$ cat src/rtl/build_id_blinker_if.sv
// Control, build-ID word and LED signal bundle between top-level logic and build_id_blinker.
// master drives requests, words and normal LED patterns; slave returns the LED drive and status.
interface build_id_blinker_if;
   logic        start_i;
   logic        abort_i;
   logic [63:0] git_hash_scripts_i;
   logic [31:0] timestamp_scripts_i;
   logic [63:0] git_hash_top_i;
   logic [31:0] timestamp_top_i;
   logic [63:0] git_hash_common_i;
   logic [31:0] timestamp_common_i;
   logic [2:0]  led_0_i;
   logic [2:0]  led_1_i;
   logic [2:0]  led_0_o;
   logic [2:0]  led_1_o;
   logic        busy_o;
   logic        done_o;

   modport master (
      output start_i, abort_i,
      output git_hash_scripts_i, timestamp_scripts_i,
      output git_hash_top_i, timestamp_top_i,
      output git_hash_common_i, timestamp_common_i,
      output led_0_i, led_1_i,
      input  led_0_o, led_1_o, busy_o, done_o
   );

   modport slave (
      input  start_i, abort_i,
      input  git_hash_scripts_i, timestamp_scripts_i,
      input  git_hash_top_i, timestamp_top_i,
      input  git_hash_common_i, timestamp_common_i,
      input  led_0_i, led_1_i,
      output led_0_o, led_1_o, busy_o, done_o
   );
endinterface

$ cat src/rtl/build_id_blinker.sv
// Blinks the six build-ID words nibble by nibble on two 3-bit LED groups;
// passes the normal LED pattern through when idle.
module build_id_blinker #(
   parameter int unsigned TICK_DIV = 25_000_000
) (
   input  logic               clk100,
   input  logic               rstn,
   build_id_blinker_if.slave  bus
);

   typedef enum logic [1:0] {IDLE, MARK, SHOW, GAP} state_t;

   localparam int unsigned    PW        = (TICK_DIV > 1) ? $clog2(TICK_DIV) : 1;
   localparam logic [PW-1:0]  PRESC_MAX = PW'(TICK_DIV - 1);

   state_t        state_q, state_d;
   logic [2:0]    word_q, word_d;
   logic [3:0]    nib_q, nib_d;
   logic          half_q, half_d;
   logic [PW-1:0] presc_q, presc_d;

   logic [63:0]   ghs_q, ghs_d;
   logic [31:0]   tss_q, tss_d;
   logic [63:0]   ght_q, ght_d;
   logic [31:0]   tst_q, tst_d;
   logic [63:0]   ghc_q, ghc_d;
   logic [31:0]   tsc_q, tsc_d;

   logic [2:0]    led0_q, led0_d;
   logic [2:0]    led1_q, led1_d;
   logic          busy_q, busy_d;
   logic          done_q, done_d;

   logic          tick;
   logic          capture;
   logic [63:0]   cur_word;
   logic [3:0]    cur_nib;

   always_comb begin
      tick = (state_q != IDLE) && (presc_q == PRESC_MAX);
   end

   // State and datapath registers
   always_ff @(posedge clk100 or negedge rstn) begin
      if (!rstn) begin
         state_q <= IDLE;
         word_q  <= '0;
         nib_q   <= '0;
         half_q  <= 1'b0;
         presc_q <= '0;
         ghs_q   <= '0;
         tss_q   <= '0;
         ght_q   <= '0;
         tst_q   <= '0;
         ghc_q   <= '0;
         tsc_q   <= '0;
         led0_q  <= '0;
         led1_q  <= '0;
         busy_q  <= 1'b0;
         done_q  <= 1'b0;
      end else begin
         state_q <= state_d;
         word_q  <= word_d;
         nib_q   <= nib_d;
         half_q  <= half_d;
         presc_q <= presc_d;
         ghs_q   <= ghs_d;
         tss_q   <= tss_d;
         ght_q   <= ght_d;
         tst_q   <= tst_d;
         ghc_q   <= ghc_d;
         tsc_q   <= tsc_d;
         led0_q  <= led0_d;
         led1_q  <= led1_d;
         busy_q  <= busy_d;
         done_q  <= done_d;
      end
   end

   // Next-state logic; SHOW spans two ticks, tracked by half_q
   always_comb begin
      state_d = state_q;
      word_d  = word_q;
      nib_d   = nib_q;
      half_d  = half_q;
      capture = 1'b0;

      case (state_q)
         IDLE: begin
            if (bus.start_i && !bus.abort_i) begin
               capture = 1'b1;
               word_d  = 3'd1;
               state_d = MARK;
            end
         end
         MARK: begin
            if (tick) begin
               state_d = SHOW;
               nib_d   = word_q[0] ? 4'd15 : 4'd7;
               half_d  = 1'b0;
            end
         end
         SHOW: begin
            if (tick) begin
               if (!half_q) begin
                  half_d = 1'b1;
               end else begin
                  state_d = GAP;
               end
            end
         end
         GAP: begin
            if (tick) begin
               if (nib_q != 4'd0) begin
                  nib_d   = nib_q - 4'd1;
                  half_d  = 1'b0;
                  state_d = SHOW;
               end else if (word_q < 3'd6) begin
                  word_d  = word_q + 3'd1;
                  state_d = MARK;
               end else begin
                  state_d = IDLE;
               end
            end
         end
         default: state_d = IDLE;
      endcase

      if ((state_q != IDLE) && bus.abort_i) begin
         state_d = IDLE;
      end
   end

   always_comb begin
      presc_d = '0;
      if ((state_q != IDLE) && (state_d != IDLE) && !tick) begin
         presc_d = presc_q + 1'b1;
      end

      ghs_d = capture ? bus.git_hash_scripts_i  : ghs_q;
      tss_d = capture ? bus.timestamp_scripts_i : tss_q;
      ght_d = capture ? bus.git_hash_top_i      : ght_q;
      tst_d = capture ? bus.timestamp_top_i     : tst_q;
      ghc_d = capture ? bus.git_hash_common_i   : ghc_q;
      tsc_d = capture ? bus.timestamp_common_i  : tsc_q;
   end

   // Outputs are registered from the next state so LEDs change on the same edge as the state
   always_comb begin
      case (word_d)
         3'd1:    cur_word = ghs_q;
         3'd2:    cur_word = {32'd0, tss_q};
         3'd3:    cur_word = ght_q;
         3'd4:    cur_word = {32'd0, tst_q};
         3'd5:    cur_word = ghc_q;
         3'd6:    cur_word = {32'd0, tsc_q};
         default: cur_word = '0;
      endcase
      cur_nib = 4'(cur_word >> {nib_d, 2'b00});

      led0_d = bus.led_0_i;
      led1_d = bus.led_1_i;
      busy_d = 1'b0;
      done_d = 1'b0;

      case (state_d)
         MARK: begin
            led0_d = 3'b111;
            led1_d = word_d;
            busy_d = 1'b1;
         end
         SHOW: begin
            led0_d = cur_nib[2:0];
            led1_d = {2'b00, cur_nib[3]};
            busy_d = 1'b1;
         end
         GAP: begin
            led0_d = '0;
            led1_d = '0;
            busy_d = 1'b1;
         end
         default: begin
            done_d = (state_q == GAP) && !bus.abort_i;
         end
      endcase
   end

   assign bus.led_0_o = led0_q;
   assign bus.led_1_o = led1_q;
   assign bus.busy_o  = busy_q;
   assign bus.done_o  = done_q;

endmodule

$ cat src/flat_wrapper.sv
// flat-port wrapper written by rule: the top's interface ports become plain ports
module build_id_blinker_flat 
#(
   parameter int unsigned TICK_DIV = 25_000_000
)
  (clk100, rstn, bus_start_i, bus_abort_i, bus_git_hash_scripts_i, bus_timestamp_scripts_i, bus_git_hash_top_i, bus_timestamp_top_i, bus_git_hash_common_i, bus_timestamp_common_i, bus_led_0_i, bus_led_1_i, bus_led_0_o, bus_led_1_o, bus_busy_o, bus_done_o);
  build_id_blinker_if bus_i ();
  input  logic clk100;
  input  logic rstn;
  input wire logic [$bits(bus_i.start_i)-1:0] bus_start_i;
  input wire logic [$bits(bus_i.abort_i)-1:0] bus_abort_i;
  input wire logic [$bits(bus_i.git_hash_scripts_i)-1:0] bus_git_hash_scripts_i;
  input wire logic [$bits(bus_i.timestamp_scripts_i)-1:0] bus_timestamp_scripts_i;
  input wire logic [$bits(bus_i.git_hash_top_i)-1:0] bus_git_hash_top_i;
  input wire logic [$bits(bus_i.timestamp_top_i)-1:0] bus_timestamp_top_i;
  input wire logic [$bits(bus_i.git_hash_common_i)-1:0] bus_git_hash_common_i;
  input wire logic [$bits(bus_i.timestamp_common_i)-1:0] bus_timestamp_common_i;
  input wire logic [$bits(bus_i.led_0_i)-1:0] bus_led_0_i;
  input wire logic [$bits(bus_i.led_1_i)-1:0] bus_led_1_i;
  output wire logic [$bits(bus_i.led_0_o)-1:0] bus_led_0_o;
  output wire logic [$bits(bus_i.led_1_o)-1:0] bus_led_1_o;
  output wire logic [$bits(bus_i.busy_o)-1:0] bus_busy_o;
  output wire logic [$bits(bus_i.done_o)-1:0] bus_done_o;
  assign bus_i.start_i = bus_start_i;
  assign bus_i.abort_i = bus_abort_i;
  assign bus_i.git_hash_scripts_i = bus_git_hash_scripts_i;
  assign bus_i.timestamp_scripts_i = bus_timestamp_scripts_i;
  assign bus_i.git_hash_top_i = bus_git_hash_top_i;
  assign bus_i.timestamp_top_i = bus_timestamp_top_i;
  assign bus_i.git_hash_common_i = bus_git_hash_common_i;
  assign bus_i.timestamp_common_i = bus_timestamp_common_i;
  assign bus_i.led_0_i = bus_led_0_i;
  assign bus_i.led_1_i = bus_led_1_i;
  assign bus_led_0_o = bus_i.led_0_o;
  assign bus_led_1_o = bus_i.led_1_o;
  assign bus_busy_o = bus_i.busy_o;
  assign bus_done_o = bus_i.done_o;
  build_id_blinker #(.TICK_DIV(TICK_DIV)) u_core (.clk100(clk100), .rstn(rstn), .bus(bus_i));
endmodule
$ cat config.mk
export PLATFORM = sky130hd
export DESIGN_NAME = build_id_blinker_flat
export DESIGN_NICKNAME = d
export VERILOG_FILES = /design/src/rtl/build_id_blinker_if.sv /design/src/rtl/build_id_blinker.sv /design/src/flat_wrapper.sv
export SDC_FILE = /design/constraint.sdc
export NUM_CORES = 1
export LEC_CHECK = 0
export BUFFER_PORTS_ARGS = -buffer_cell sky130_fd_sc_hd__buf_2
export CAP_MARGIN = 20
export CORE_MARGIN = 2
export CORE_UTILIZATION = 30
export CTS_BUF_LIST = sky130_fd_sc_hd__clkbuf_4
export CTS_CLUSTER_SIZE = 40
export DETAILED_ROUTE_END_ITERATION = 8
export GPL_TIMING_DRIVEN = 0
export PLACE_DENSITY = 0.53
export SLEW_MARGIN = 20
export SYNTH_ARGS = -nofsm -noshare
export SYNTH_HDL_FRONTEND = slang
export SYNTH_SLANG_ARGS = --single-unit
$ cat constraint.sdc
create_clock -name clk100 -period 3.1 [get_ports clk100]
set_input_delay 0.62 -clock clk100 [delete_from_list [all_inputs] [get_ports clk100]]
set_output_delay 0.62 -clock clk100 [all_outputs]
set_load 0.005 [all_outputs]
==> summary.txt, run 1 <==
==============================================================================
Outcome ......................................................... finished with violations
Violations in the final reports ................................. setup timing
CP Data Required Time ...........................................      3.81 ns
Share of cells above drive strength 1 ...........................        47.8%
Setup ws final ..................................................    -0.466 ns
Largest net degree at the start of global routing ...............           98
Global-route wire length before repair ..........................    97,200 um
Critical path launch point type .................................    flip-flop
Number of iterations in the first detailed-routing pass .........            5
Setup slack of the most critical reg-to-reg path ................     -0.47 ns
Share of the yosys chip area belonging to registers .............        53.1%
Number of vias in the routed layout .............................       14,132
Core area .......................................................  51,400 um^2
Switching power total ...........................................      6.01 mW
Ys async rst share ..............................................         100%
Number of vias per cell .........................................         5.12
Slowest stage cell on the critical path ......................... sky130_fd_sc_hd__or3_4
Power density relative to cell area .............................  754 nW/um^2
Vert. Die Dim ...................................................       232 um
Die Area ........................................................  53,800 um^2
Ports placed on the boundary ....................................          306
Count of final hold-check violations ............................            0
Residual antenna-violating net count after detailed routing .....            0
Root buffer cell ................................................ sky130_fd_sc_hd__clkbuf_4
Reg power frac ..................................................        41.2%
Final setup fails ...............................................            4
Predominant post-synthesis flop cell ............................ sky130_fd_sc_hd__dfrtp_1
Cell Area, Synth ................................................  15,600 um^2
CP Cell Sequence ................................................ inv_2, ha_4, and4bb_2, and4_4, a31oi_1, or3_4, clkinv_4, nor2_4, buf_6, a221oi_1, o211a_1, nor3_4, nor4_4, o221ai_2
Data arrival time of the worst path .............................      4.28 ns
Critical Path Stages ............................................           14
Total length of routed wires ....................................    67,800 um
EDFF count, synth ...............................................            0
Leakage dissipation .............................................      10.3 nW
Combined area of the multi-input logic cells ....................    7710 um^2
Maximum buffer depth of the clock tree ..........................            3
Period utilization ..............................................         115%
Total nets after synthesis ......................................        1,581
Average wire length per cell after detail routing ...............      24.6 um
Critical path buffer and inverter count .........................            3
Initial cell density of the core ................................        30.4%
Relative contribution of combinational cells to total power .....        34.2%
Post-detail-place hpwl ..........................................    45,800 um
Worst setup path endpoint ....................................... u_core.bus.led_0_o[1]$_DFF_PN0_
Syn_area_per_cell ...............................................    12.2 um^2
Source of the critical timing path .............................. u_core.state_q[1]$_DFF_PN0_
Number of buffers inserted during clock tree synthesis ..........           97
Unrepaired setup endpoints after global routing .................         true
Crit path capture type ..........................................    flip-flop
Total routing usage reported by global routing ..................        25.0%
FF-to-FF Start .................................................. u_core.state_q[1]$_DFF_PN0_
Worst-case clock skew ...........................................    0.0653 ns
Number of design rule violations left after detail routing ......            0
Cell internal pwr ...............................................      11.7 mW
Worst min-delay path class ...................................... input pin to flip-flop
Category of the critical setup timing path ...................... flip-flop to flip-flop
CTS tree ........................................................          yes
Clock latency reported for the late side of the worst-skew pair .      0.84 ns
Gpl congestion ..................................................        0.865
Placement Cell Area .............................................  18,200 um^2
Proportion of power drawn by the clock network ..................        24.5%
Family with the most delay on the worst path .................... simple AND/OR/NAND/NOR gates
Placement Rows ..................................................           83
Total of max-cap violations .....................................            0
Number of warnings reported in the yosys synthesis log ..........            0
Antenna violations before repair ................................            7
Sw frac .........................................................        33.9%
Worst VDD drop ..................................................     0.406 mV
Initial drt markers .............................................        1,039
Flip-flop and latch count after synthesis .......................          331
Unique cell type count in the Yosys netlist .....................           79
Design area .....................................................  23,500 um^2
Largest driver fanout on the critical path ......................           10
Crit Reg-Reg Endpoint ........................................... u_core.bus.led_0_o[1]$_DFF_PN0_
Measured slew at the worst slew-check pin .......................      1.03 ns
Clock sinks .....................................................          331
Post-Syn Instances ..............................................        1,275
Nets ............................................................        2,297
Final-layout worst hold slack ...................................    0.0544 ns
Relative slew margins ...........................................        31.4%
Minimum clock period ............................................      3.57 ns
Port buffer count ...............................................          305
Sequential cell area ............................................    8280 um^2
Number of fillers in the final layout ...........................        4,756
H-tree level count ..............................................            3
Die width .......................................................       232 um
Slowest stage delay, CP .........................................      0.46 ns
Max Fclk ........................................................      280 MHz
Area growth from synthesis to layout ............................        50.9%
Via count of the first global-routing pass ......................       15,188
Final slew viol count ...........................................            0
Overflow after GRT ..............................................            0
Worst-path clk slew .............................................      0.06 ns
Depth of the worst register-to-register path ....................           14
==============================================================================
state kept, by name (all words and copies together), names as in the netlist:
name and cells:
u_core.bus.done_o 1, u_core.state_q 2, u_core.tsc_q 32, u_core.presc_q 25, u_core.word_q 3, u_core.tst_q 32
u_core.ghc_q 64, u_core.bus.led_0_o 3, u_core.ght_q 64, u_core.nib_q 4, u_core.half_q 1, u_core.ghs_q 64
u_core.bus.busy_o 1, u_core.bus.led_1_o 3, u_core.tss_q 32
cell usage in the layout, fill, tap and decap left out, types with 11 or more instances in the layout:
| master | instances |
|---|---|
| sky130_fd_sc_hd__clkbuf_4 | 161 |
| sky130_fd_sc_hd__clkinv_1 | 17 |
| sky130_fd_sc_hd__xor2_1 | 14 |
| sky130_fd_sc_hd__dlygate4sd3_1 | 252 |
| sky130_fd_sc_hd__dfrtp_1 | 330 |
| sky130_fd_sc_hd__o2bb2ai_1 | 12 |
| sky130_fd_sc_hd__nand3_1 | 20 |
| sky130_fd_sc_hd__mux2i_1 | 27 |
| sky130_fd_sc_hd__buf_4 | 53 |
| sky130_fd_sc_hd__o21ai_0 | 26 |
| sky130_fd_sc_hd__a221oi_1 | 12 |
| sky130_fd_sc_hd__nor2_1 | 49 |
| sky130_fd_sc_hd__and3_1 | 12 |
| sky130_fd_sc_hd__a21oi_1 | 47 |
| sky130_fd_sc_hd__a221o_1 | 16 |
| sky130_fd_sc_hd__buf_6 | 18 |
| sky130_fd_sc_hd__mux2_2 | 296 |
| sky130_fd_sc_hd__a221oi_2 | 11 |
| sky130_fd_sc_hd__buf_2 | 305 |
| sky130_fd_sc_hd__clkbuf_1 | 31 |
| sky130_fd_sc_hd__nand2_1 | 106 |
synthesized netlist by cell type (5+ instances only):
cell type | n | area share, %
sky130_fd_sc_hd__nand3_1 | 23 | 0.74
sky130_fd_sc_hd__nor2_1 | 50 | 1.2
sky130_fd_sc_hd__a221o_1 | 16 | 1.0
sky130_fd_sc_hd__a31oi_1 | 8 | 0.32
sky130_fd_sc_hd__nand4_1 | 6 | 0.24
sky130_fd_sc_hd__a21oi_1 | 49 | 1.6
sky130_fd_sc_hd__a211oi_1 | 14 | 0.67
sky130_fd_sc_hd__o21ai_0 | 28 | 0.90
sky130_fd_sc_hd__nor4_1 | 9 | 0.36
sky130_fd_sc_hd__o2bb2ai_1 | 14 | 0.79
sky130_fd_sc_hd__a21o_1 | 5 | 0.24
sky130_fd_sc_hd__mux2_2 | 298 | 22
sky130_fd_sc_hd__and3_1 | 13 | 0.52
sky130_fd_sc_hd__xor2_1 | 14 | 0.79
sky130_fd_sc_hd__nand2_1 | 110 | 2.6
sky130_fd_sc_hd__inv_1 | 13 | 0.31
sky130_fd_sc_hd__buf_1 | 5 | 0.12
sky130_fd_sc_hd__ha_1 | 8 | 0.64
sky130_fd_sc_hd__a221oi_1 | 24 | 1.3
sky130_fd_sc_hd__xnor2_1 | 9 | 0.51
sky130_fd_sc_hd__nor3_1 | 14 | 0.45
sky130_fd_sc_hd__a22oi_1 | 5 | 0.24
sky130_fd_sc_hd__dfrtp_1 | 331 | 53
sky130_fd_sc_hd__o31ai_1 | 6 | 0.29
sky130_fd_sc_hd__clkbuf_1 | 54 | 1.3
sky130_fd_sc_hd__a311oi_1 | 7 | 0.39
sky130_fd_sc_hd__buf_2 | 16 | 0.51
sky130_fd_sc_hd__mux2i_1 | 34 | 2.2
metal layers:
layer / vias to the layer above / wire (um) / track usage [%]
li1: 6195 / - / -
met1: 7087 / 28600 / 31.8
met2: 649 / 31600 / 40.2
met3: 201 / 4000 / 4.75
met4: 0 / 3620 / 13.6
met5: - / 0 / 0
kinds of logic (layout without fill, tap and decap cells):
group | count (synthesis) | in the layout | share of synthesized area (%)
AO/OA/AOI/OAI | 220 | 220 | 10.4
XOR/XNOR | 23 | 23 | 1.29
buffers and inverters | 96 | 890 | 2.59
multiplexers | 333 | 333 | 23.8
flip-flops | 331 | 331 | 53.1
adder cells (fa/ha/maj) | 8 | 8 | 0.642
other | 0 | 9 | 0
AND/OR/NAND/NOR | 264 | 264 | 8.27
final cells by class:
cell class	instances	share of cell area (%)
timing repair buffer	619	19.9
sequential	331	35.2
tap	680	3.61
inverter	16	0.319
multi-input combinational	848	32.8
clock buffer	153	4.88
clock inverter	24	0.563
buffer	78	2.63
antenna	9	0.0957
timing repair:
item,CTS,global route
gates resized for setup,164,93
hold buffers,252,0
setup endpoints to repair,183,44
gates cloned,2,1
pin swaps,26,31
buffers inserted,19,37
hold endpoints to repair,308,0
stage by stage:
step / utilization (%) / setup TNS (ns) / cells / power, mW / setup slack (ns)
finish: 45.8 / -1.78 / 2758 / 17.7 / -0.466
global route: 45.8 / -2.04 / 2756 / 18.7 / -0.548
CTS: 44.5 / -1.89 / 2712 / 17.4 / -0.501
detailed placement: 35.3 / -35.79 / 2264 / 12.1 / -2.12
global placement: 35.1 / -1754.89 / 2260 / 12.0 / -5.25
floorplan: - / -0.0145 / 1275 / 10.2 / -0.0110
worst min path at each step:
| stage | startpoint | end | slack, ns | cells after the start |
|---|---|---|---|---|
| global route | bus_timestamp_common_i[20] | u_core.tsc_q[20]$_DFFE_PN0P_ | 0.0002 | 2 |
| global placement | u_core.presc_q[0]$_DFF_PN0_ | u_core.presc_q[0]$_DFF_PN0_ | 0.48 | 1 |
| CTS | bus_timestamp_common_i[31] | u_core.tsc_q[31]$_DFFE_PN0P_ | 0.00007 | 2 |
| detailed placement | u_core.presc_q[0]$_DFF_PN0_ | u_core.presc_q[0]$_DFF_PN0_ | 0.49 | 1 |
| floorplan | rstn | u_core.bus.busy_o$_DFF_PN0_ | 0.32 | 0 |
| finish | bus_timestamp_scripts_i[7] | u_core.tss_q[7]$_DFFE_PN0P_ | 0.05 | 2 |
power groups by stage:
stage	registers, mW	logic, mW	clock network (mW)
6_report	7.32	6.08	4.35
5_1_grt	7.52	6.46	4.70
4_1_cts	7.23	5.66	4.46
3_5_place_dp	7.28	4.86	0
3_3_place_gp	7.21	4.76	0
2_1_floorplan	6.90	3.32	0
No activity file was read; power rests on OpenSTA's default activity.
==> run 2, diff against run 1 <==
- PLACE_DENSITY: 0.53 -> 0.52
- clock period: 3.1 -> 3.8 ns (I/O delays scaled with it)
==> summary.txt, run 2 (synthesis gave the netlist of run 1 again) <==
==============================================================================
Family with the most delay on the worst path .................... simple AND/OR/NAND/NOR gates   unchanged
CTS tree ........................................................          yes   unchanged
Count of final hold-check violations ............................            0   unchanged
Crit path capture type ..........................................    flip-flop   unchanged
Minimum clock period ............................................      3.73 ns   was 3.57 ns
Worst setup path endpoint ....................................... u_core.bus.led_0_o[1]$_DFF_PN0_   unchanged
Commonest cells after routing, fill and taps aside .............. 330 x sky130_fd_sc_hd__dfrtp_1, 309 x sky130_fd_sc_hd__buf_2, 298 x sky130_fd_sc_hd__mux2_2   was 330 x sky130_fd_sc_hd__dfrtp_1, 305 x sky130_fd_sc_hd__buf_2, 296 x sky130_fd_sc_hd__mux2_2
Number of iterations in the first detailed-routing pass .........            6   was 5
Root buffer cell ................................................ sky130_fd_sc_hd__clkbuf_4   unchanged
Worst VDD drop ..................................................     0.315 mV   was 0.406 mV
Outcome .........................................................    completed   was finished with violations
Slowest stage cell on the critical path ......................... sky130_fd_sc_hd__nor4_4   was sky130_fd_sc_hd__or3_4
CP Data Required Time ...........................................      4.50 ns   was 3.81 ns
Worst-case clock skew ...........................................    0.0804 ns   was 0.0653 ns
Placement Cell Area .............................................  18,100 um^2   was 18,200 um^2
Category of the critical setup timing path ...................... flip-flop to flip-flop   unchanged
Power density relative to cell area .............................  676 nW/um^2   was 754 nW/um^2
Final setup fails ...............................................            0   was 4
Die width .......................................................       232 um   unchanged
Worst Hold Path Cells ...........................................            2   unchanged
Largest driver fanout on the critical path ......................           10   unchanged
Source of the critical timing path .............................. u_core.presc_q[1]$_DFF_PN0_   was u_core.state_q[1]$_DFF_PN0_
Number of vias per cell .........................................         5.23   was 5.12
Clock sinks .....................................................          331   unchanged
Placement Rows ..................................................           83   unchanged
Die Area ........................................................  53,800 um^2   unchanged
Largest net degree at the start of global routing ...............           92   was 98
DP Worst Slack ..................................................     -1.53 ns   was -2.12 ns
Leading cell type in the layout, fill and taps excluded ......... sky130_fd_sc_hd__dfrtp_1   unchanged
Relative slew margins ...........................................        26.8%   was 31.4%
Unrepaired setup endpoints after global routing .................         true   unchanged
Ports placed on the boundary ....................................          306   unchanged
Design area .....................................................  20,200 um^2   was 23,500 um^2
Number of design rule violations left after detail routing ......            0   unchanged
Gpl congestion ..................................................        0.886   was 0.865
Port buffer count ...............................................          305   unchanged
Maximum buffer depth of the clock tree ..........................            3   unchanged
Period utilization ..............................................        98.3%   was 115%
Cell repeated most along the worst path ......................... sky130_fd_sc_hd__and3_1
Worst min-delay path class ...................................... input pin to flip-flop   unchanged
Slowest stage delay, CP .........................................      0.42 ns   was 0.46 ns
Max Fclk ........................................................      268 MHz   was 280 MHz
Measured slew at the worst slew-check pin .......................      1.10 ns   was 1.03 ns
CP Cell Sequence ................................................ ha_1, and3_1, buf_4, and4_1, and3_1, o211a_4, inv_2, nor2_4, clkbuf_4, a221oi_2, o211a_1, nor3_4, nor4_4, o221ai_1   was inv_2, ha_4, and4bb_2, and4_4, a31oi_1, or3_4, clkinv_4, nor2_4, buf_6, a221oi_1, o211a_1, nor3_4, nor4_4, o221ai_2
Setup slack of the most critical reg-to-reg path ................      0.07 ns   was -0.47 ns
Overflow after GRT ..............................................            0   unchanged
Antenna violations before repair ................................            9   was 7
Initial drt markers .............................................          968   was 1,039
Residual antenna-violating net count after detailed routing .....            0   unchanged
Area growth from synthesis to layout ............................        29.6%   was 50.9%
Critical Path Stages ............................................           14   unchanged
Nets ............................................................        2,007   was 2,297
Initial cell density of the core ................................        30.4%   unchanged
Number of vias in the routed layout .............................       12,850   was 14,132
Crit Reg-Reg Endpoint ........................................... u_core.bus.led_0_o[1]$_DFF_PN0_   unchanged
Average wire length per cell after detail routing ...............      26.0 um   was 24.6 um
Vert. Die Dim ...................................................       232 um   unchanged
Top flop regs ................................................... u_core.ghc_q x64, u_core.ghs_q x64, u_core.ght_q x64   unchanged
Global-route wire length before repair ..........................    90,200 um   was 97,200 um
Final slew viol count ...........................................            0   unchanged
Data arrival time of the worst path .............................      4.44 ns   was 4.28 ns
Core area .......................................................  51,400 um^2   unchanged
Post-detail-place hpwl ..........................................    45,900 um   was 45,800 um
Total of max-cap violations .....................................            0   unchanged
Critical path launch point type .................................    flip-flop   unchanged
Leakage dissipation .............................................      8.94 nW   was 10.3 nW
Critical path buffer and inverter count .........................            3   unchanged
Total power draw ................................................      13.7 mW   was 17.7 mW
Share of cells above drive strength 1 ...........................        51.3%   was 47.8%
Number of buffers inserted during clock tree synthesis ..........           95   was 97
Depth of the worst register-to-register path ....................           14   unchanged
Total routing usage reported by global routing ..................        23.6%   was 25.0%
Clock latency reported for the late side of the worst-skew pair .      0.87 ns   was 0.84 ns
Total length of routed wires ....................................    63,900 um   was 67,800 um
H-tree level count ..............................................            3   unchanged
FF-to-FF Start .................................................. u_core.presc_q[1]$_DFF_PN0_   was u_core.state_q[1]$_DFF_PN0_
Via count of the first global-routing pass ......................       13,240   was 15,188
Setup ws final ..................................................    0.0661 ns   was -0.466 ns
Worst-path clk slew .............................................      0.07 ns   was 0.06 ns
==============================================================================
## run 2: changes by cell type in the layout (fill, tap and decap cells not counted), sizes merged
cell         before  now
clkinv           20   16
dlygate4sd3     252    1
diode             9    7
inv              18   19
buf             394  356
clkinvlp          1    0
clkbuf          204  197
## run 2: layer usage
metal | vias to the layer above | track usage (%) | wire [um]
met1 | 6517 | 31.3 | 27200
li1 | 5607 | - | -
met5 | - | 0 | 23
met3 | 137 | 5.34 | 4710
met4 | 4 | 10.4 | 2530
met2 | 585 | 36.8 | 29500
## run 2: area by class of cell
cell class	instances	area [um^2]
Antenna cell	7	17.5
Buffer	78	523
Clock buffer	145	1090
Clock inverter	20	120
Fill cell	5101	31200
Inverter	16	70.1
Multi-Input combinational cell	848	7470
Sequential cell	331	8280
Tap cell	680	851
Timing Repair Buffer	331	1810
## run 2: per-stage QoR
step / TNS [ns] / hold slack [ns] / util [%] / cells
3_5_place_dp: -6.05 / 0.490 / 35.2 / 2263
5_1_grt: -0.0348 / 0.0323 / 39.4 / 2456
2_1_floorplan: 0 / 0.448 / - / 1275
6_report: 0 / 0.109 / 39.4 / 2456
4_1_cts: 0 / 0.0533 / 38.6 / 2437
3_3_place_gp: -1562.10 / 0.479 / 35.0 / 2260
## run 2: repair_timing
| item | 4_1_cts | 5_1_grt |
|---|---|---|
| hold buffers | 1 | 0 |
| setup buffers | 9 | 13 |
| gates resized for setup | 118 | 61 |
| pin swaps | 11 | 13 |
| endpoints found under the hold margin | 78 | 0 |
| setup endpoints to repair | 26 | 4 |
## run 2: how the worst min path moves through the flow
| stage | from | endpoint | slack (ns) |
|---|---|---|---|
| global placement | u_core.presc_q[0]$_DFF_PN0_ | u_core.presc_q[0]$_DFF_PN0_ | 0.48 |
| floorplan | u_core.presc_q[0]$_DFF_PN0_ | u_core.presc_q[0]$_DFF_PN0_ | 0.45 |
| detailed placement | u_core.ght_q[39]$_DFFE_PN0P_ | u_core.ght_q[39]$_DFFE_PN0P_ | 0.49 |
| CTS | bus_git_hash_scripts_i[48] | u_core.ghs_q[48]$_DFFE_PN0P_ | 0.05 |
| finish | bus_git_hash_top_i[2] | u_core.ght_q[2]$_DFFE_PN0P_ | 0.11 |
| global route | bus_git_hash_top_i[2] | u_core.ght_q[2]$_DFFE_PN0P_ | 0.03 |
## run 2: report_power, final
| group | internal (mW) | switching (mW) | total [mW] |
|---|---|---|---|
| combinational | 2.15 | 2.15 | 4.30 |
| clock | 1.80 | 1.62 | 3.42 |
| sequential | 5.06 | 0.894 | 5.95 |
| total | 9.01 | 4.67 | 13.7 |
==> run 3, diff against run 2 <==
- PLACE_DENSITY: 0.52 -> default
==> summary.txt, run 3 (synthesis gave the netlist of run 1 again) <==
==============================================================================
Antenna violations before repair ................................            7   was 9
Post-Place Cells ................................................        2,263   unchanged
Critical path launch point type .................................    flip-flop   unchanged
Average wire length per cell after detail routing ...............      26.0 um   about the same
Number of vias per cell .........................................         5.28   was 5.23
Via count of the first global-routing pass ......................       13,564   was 13,240
Port buffer count ...............................................          305   unchanged
Placement Rows ..................................................           83   unchanged
Total power draw ................................................      13.6 mW   was 13.7 mW
CP Data Required Time ...........................................      4.46 ns   was 4.50 ns
Top flop regs ................................................... u_core.ghc_q x64, u_core.ghs_q x64, u_core.ght_q x64   unchanged
Root buffer cell ................................................ sky130_fd_sc_hd__clkbuf_4   unchanged
Unrepaired setup endpoints after global routing .................         true   unchanged
Leakage dissipation .............................................      8.90 nW   was 8.94 nW
Die width .......................................................       232 um   unchanged
Maximum buffer depth of the clock tree ..........................            3   unchanged
Initial drt markers .............................................        1,102   was 968
Fin cells .......................................................        2,456   unchanged
Outcome .........................................................    completed   unchanged
Global-route wire length before repair ..........................    90,800 um   was 90,200 um
Number of iterations in the first detailed-routing pass .........            5   was 6
Total length of routed wires ....................................    63,800 um   was 63,900 um
Clock sinks .....................................................          331   unchanged
Category of the critical setup timing path ...................... flip-flop to flip-flop   unchanged
Number of design rule violations left after detail routing ......            0   unchanged
Worst min-delay path class ...................................... input pin to flip-flop   unchanged
H-tree level count ..............................................            3   unchanged
Period utilization ..............................................        99.9%   was 98.3%
Data arrival time of the worst path .............................      4.46 ns   was 4.44 ns
Total routing usage reported by global routing ..................        23.6%   about the same
Largest net degree at the start of global routing ...............          100   was 92
Power density relative to cell area .............................  674 nW/um^2   was 676 nW/um^2
Sequential cell area ............................................    8280 um^2   unchanged
Area growth from synthesis to layout ............................        29.5%   was 29.6%
Largest driver fanout on the critical path ......................           10   unchanged
Final setup fails ...............................................            0   unchanged
Clock latency reported for the late side of the worst-skew pair .      0.87 ns   about the same
Overflow after GRT ..............................................            0   unchanged
Core area .......................................................  51,400 um^2   unchanged
Worst-path clk slew .............................................      0.07 ns   about the same
Combined area of the multi-input logic cells ....................    7500 um^2   was 7470 um^2
Worst-case clock skew ...........................................    0.0736 ns   was 0.0804 ns
Leading cell type in the layout, fill and taps excluded ......... sky130_fd_sc_hd__dfrtp_1   unchanged
Initial cell density of the core ................................        30.4%   unchanged
Final slew viol count ...........................................            0   unchanged
Number of vias in the routed layout .............................       12,964   was 12,850
Post-detail-place hpwl ..........................................    45,900 um   about the same
Number of fillers in the final layout ...........................        5,065   was 5,101
Gpl congestion ..................................................        0.898   was 0.886
CTS tree ........................................................          yes   unchanged
Residual antenna-violating net count after detailed routing .....            0   unchanged
Max Fclk ........................................................      263 MHz   was 268 MHz
Core utilization of the finished layout .........................        39.3%   was 39.4%
Total of max-cap violations .....................................            0   unchanged
Number of buffers inserted during clock tree synthesis ..........           96   was 95
Setup_tns .......................................................         0 ns   unchanged
Measured slew at the worst slew-check pin .......................      1.10 ns   about the same
Count of final hold-check violations ............................            0   unchanged
Minimum clock period ............................................      3.80 ns   was 3.73 ns
Commonest cells after routing, fill and taps aside .............. 330 x sky130_fd_sc_hd__dfrtp_1, 307 x sky130_fd_sc_hd__buf_2, 299 x sky130_fd_sc_hd__mux2_2   was 330 x sky130_fd_sc_hd__dfrtp_1, 309 x sky130_fd_sc_hd__buf_2, 298 x sky130_fd_sc_hd__mux2_2
Share of cells above drive strength 1 ...........................        51.1%   was 51.3%
Relative slew margins ...........................................        26.4%   was 26.8%
Nets ............................................................        2,004   was 2,007
Worst VDD drop ..................................................     0.308 mV   was 0.315 mV
Ports placed on the boundary ....................................          306   unchanged
Final-layout worst hold slack ...................................     0.128 ns   was 0.109 ns
Die Area ........................................................  53,800 um^2   unchanged
Vert. Die Dim ...................................................       232 um   unchanged
Crit path capture type ..........................................    flip-flop   unchanged
==============================================================================
[run 3: cell type report]
cell class	count	area share, %
timing repair buffer	327	8.73
tap	680	4.21
clock buffer	136	5.05
antenna	4	0.0496
sequential	331	41.0
multi-input combinational	848	37.1
clock inverter	36	0.811
buffer	78	2.67
inverter	16	0.347
[run 3: path summary, 6_finish.rpt]
kind	startpoint	end	slack, ns	depth (start not counted)
max in group asynchronous	rstn	u_core.ghs_q[38]$_DFFE_PN0P_	2.44	3
worst min-delay path	bus_git_hash_common_i[28]	u_core.ghc_q[28]$_DFFE_PN0P_	0.13	2
worst max register to register	u_core.presc_q[0]$_DFF_PN0_	u_core.bus.led_0_o[2]$_DFF_PN0_	0.004	14
min in group asynchronous	rstn	u_core.ghs_q[28]$_DFFE_PN0P_	0.46	2
worst min register to register	u_core.presc_q[0]$_DFF_PN0_	u_core.presc_q[0]$_DFF_PN0_	0.49	1
worst max-delay path	u_core.presc_q[0]$_DFF_PN0_	u_core.bus.led_0_o[2]$_DFF_PN0_	0.004	14
[run 3: power breakdown]
group	total, mW	leakage (nW)	internal, mW	switching [mW]
sequential	5.95	3.96	5.06	0.897
combinational	4.34	4.22	2.15	2.20
clock	3.33	0.712	1.66	1.67
[run 3: per-stage QoR]
stage	cell area, um^2	worst slack (ns)
5_1_grt	20200	-0.0407
3_5_place_dp	18100	-1.44
6_report	20200	0.00354
3_3_place_gp	18000	-4.59
4_1_cts	19800	-0.00677
2_1_floorplan	15600	0.553
[run 3: critical path, stage by stage, from the launching register on]
cell	delay [ns]
sky130_fd_sc_hd__dfrtp_1	0.41
sky130_fd_sc_hd__ha_1	0.23
sky130_fd_sc_hd__and3_1	0.19
sky130_fd_sc_hd__buf_4	0.16
sky130_fd_sc_hd__and4_1	0.25
sky130_fd_sc_hd__and3_1	0.23
sky130_fd_sc_hd__o211a_4	0.29
sky130_fd_sc_hd__inv_2	0.25
sky130_fd_sc_hd__nor2_4	0.11
sky130_fd_sc_hd__clkbuf_4	0.26
sky130_fd_sc_hd__o2bb2ai_1	0.24
sky130_fd_sc_hd__a2111oi_4	0.49
sky130_fd_sc_hd__nor4_4	0.09
sky130_fd_sc_hd__a211oi_2	0.32
sky130_fd_sc_hd__nand4_1	0.13
[run 3: routing by layer]
metal | GRT usage, % | wire, um | vias up | part of all wire [%]
met5 | 0 | 20 | - | 0.031
li1 | - | - | 5627 | -
met2 | 36.9 | 29700 | 585 | 46
met4 | 11.4 | 2570 | 4 | 4.0
met1 | 31.0 | 27400 | 6599 | 43
met3 | 5.21 | 4140 | 149 | 6.5
[run 3: timing repair]
item	4_1_cts	5_1_grt
endpoints found under the hold margin	48	0
hold buffers	1	0
resized for setup	126	65
pin swaps	10	14
setup endpoints to repair	6	24
buffers inserted	7	11
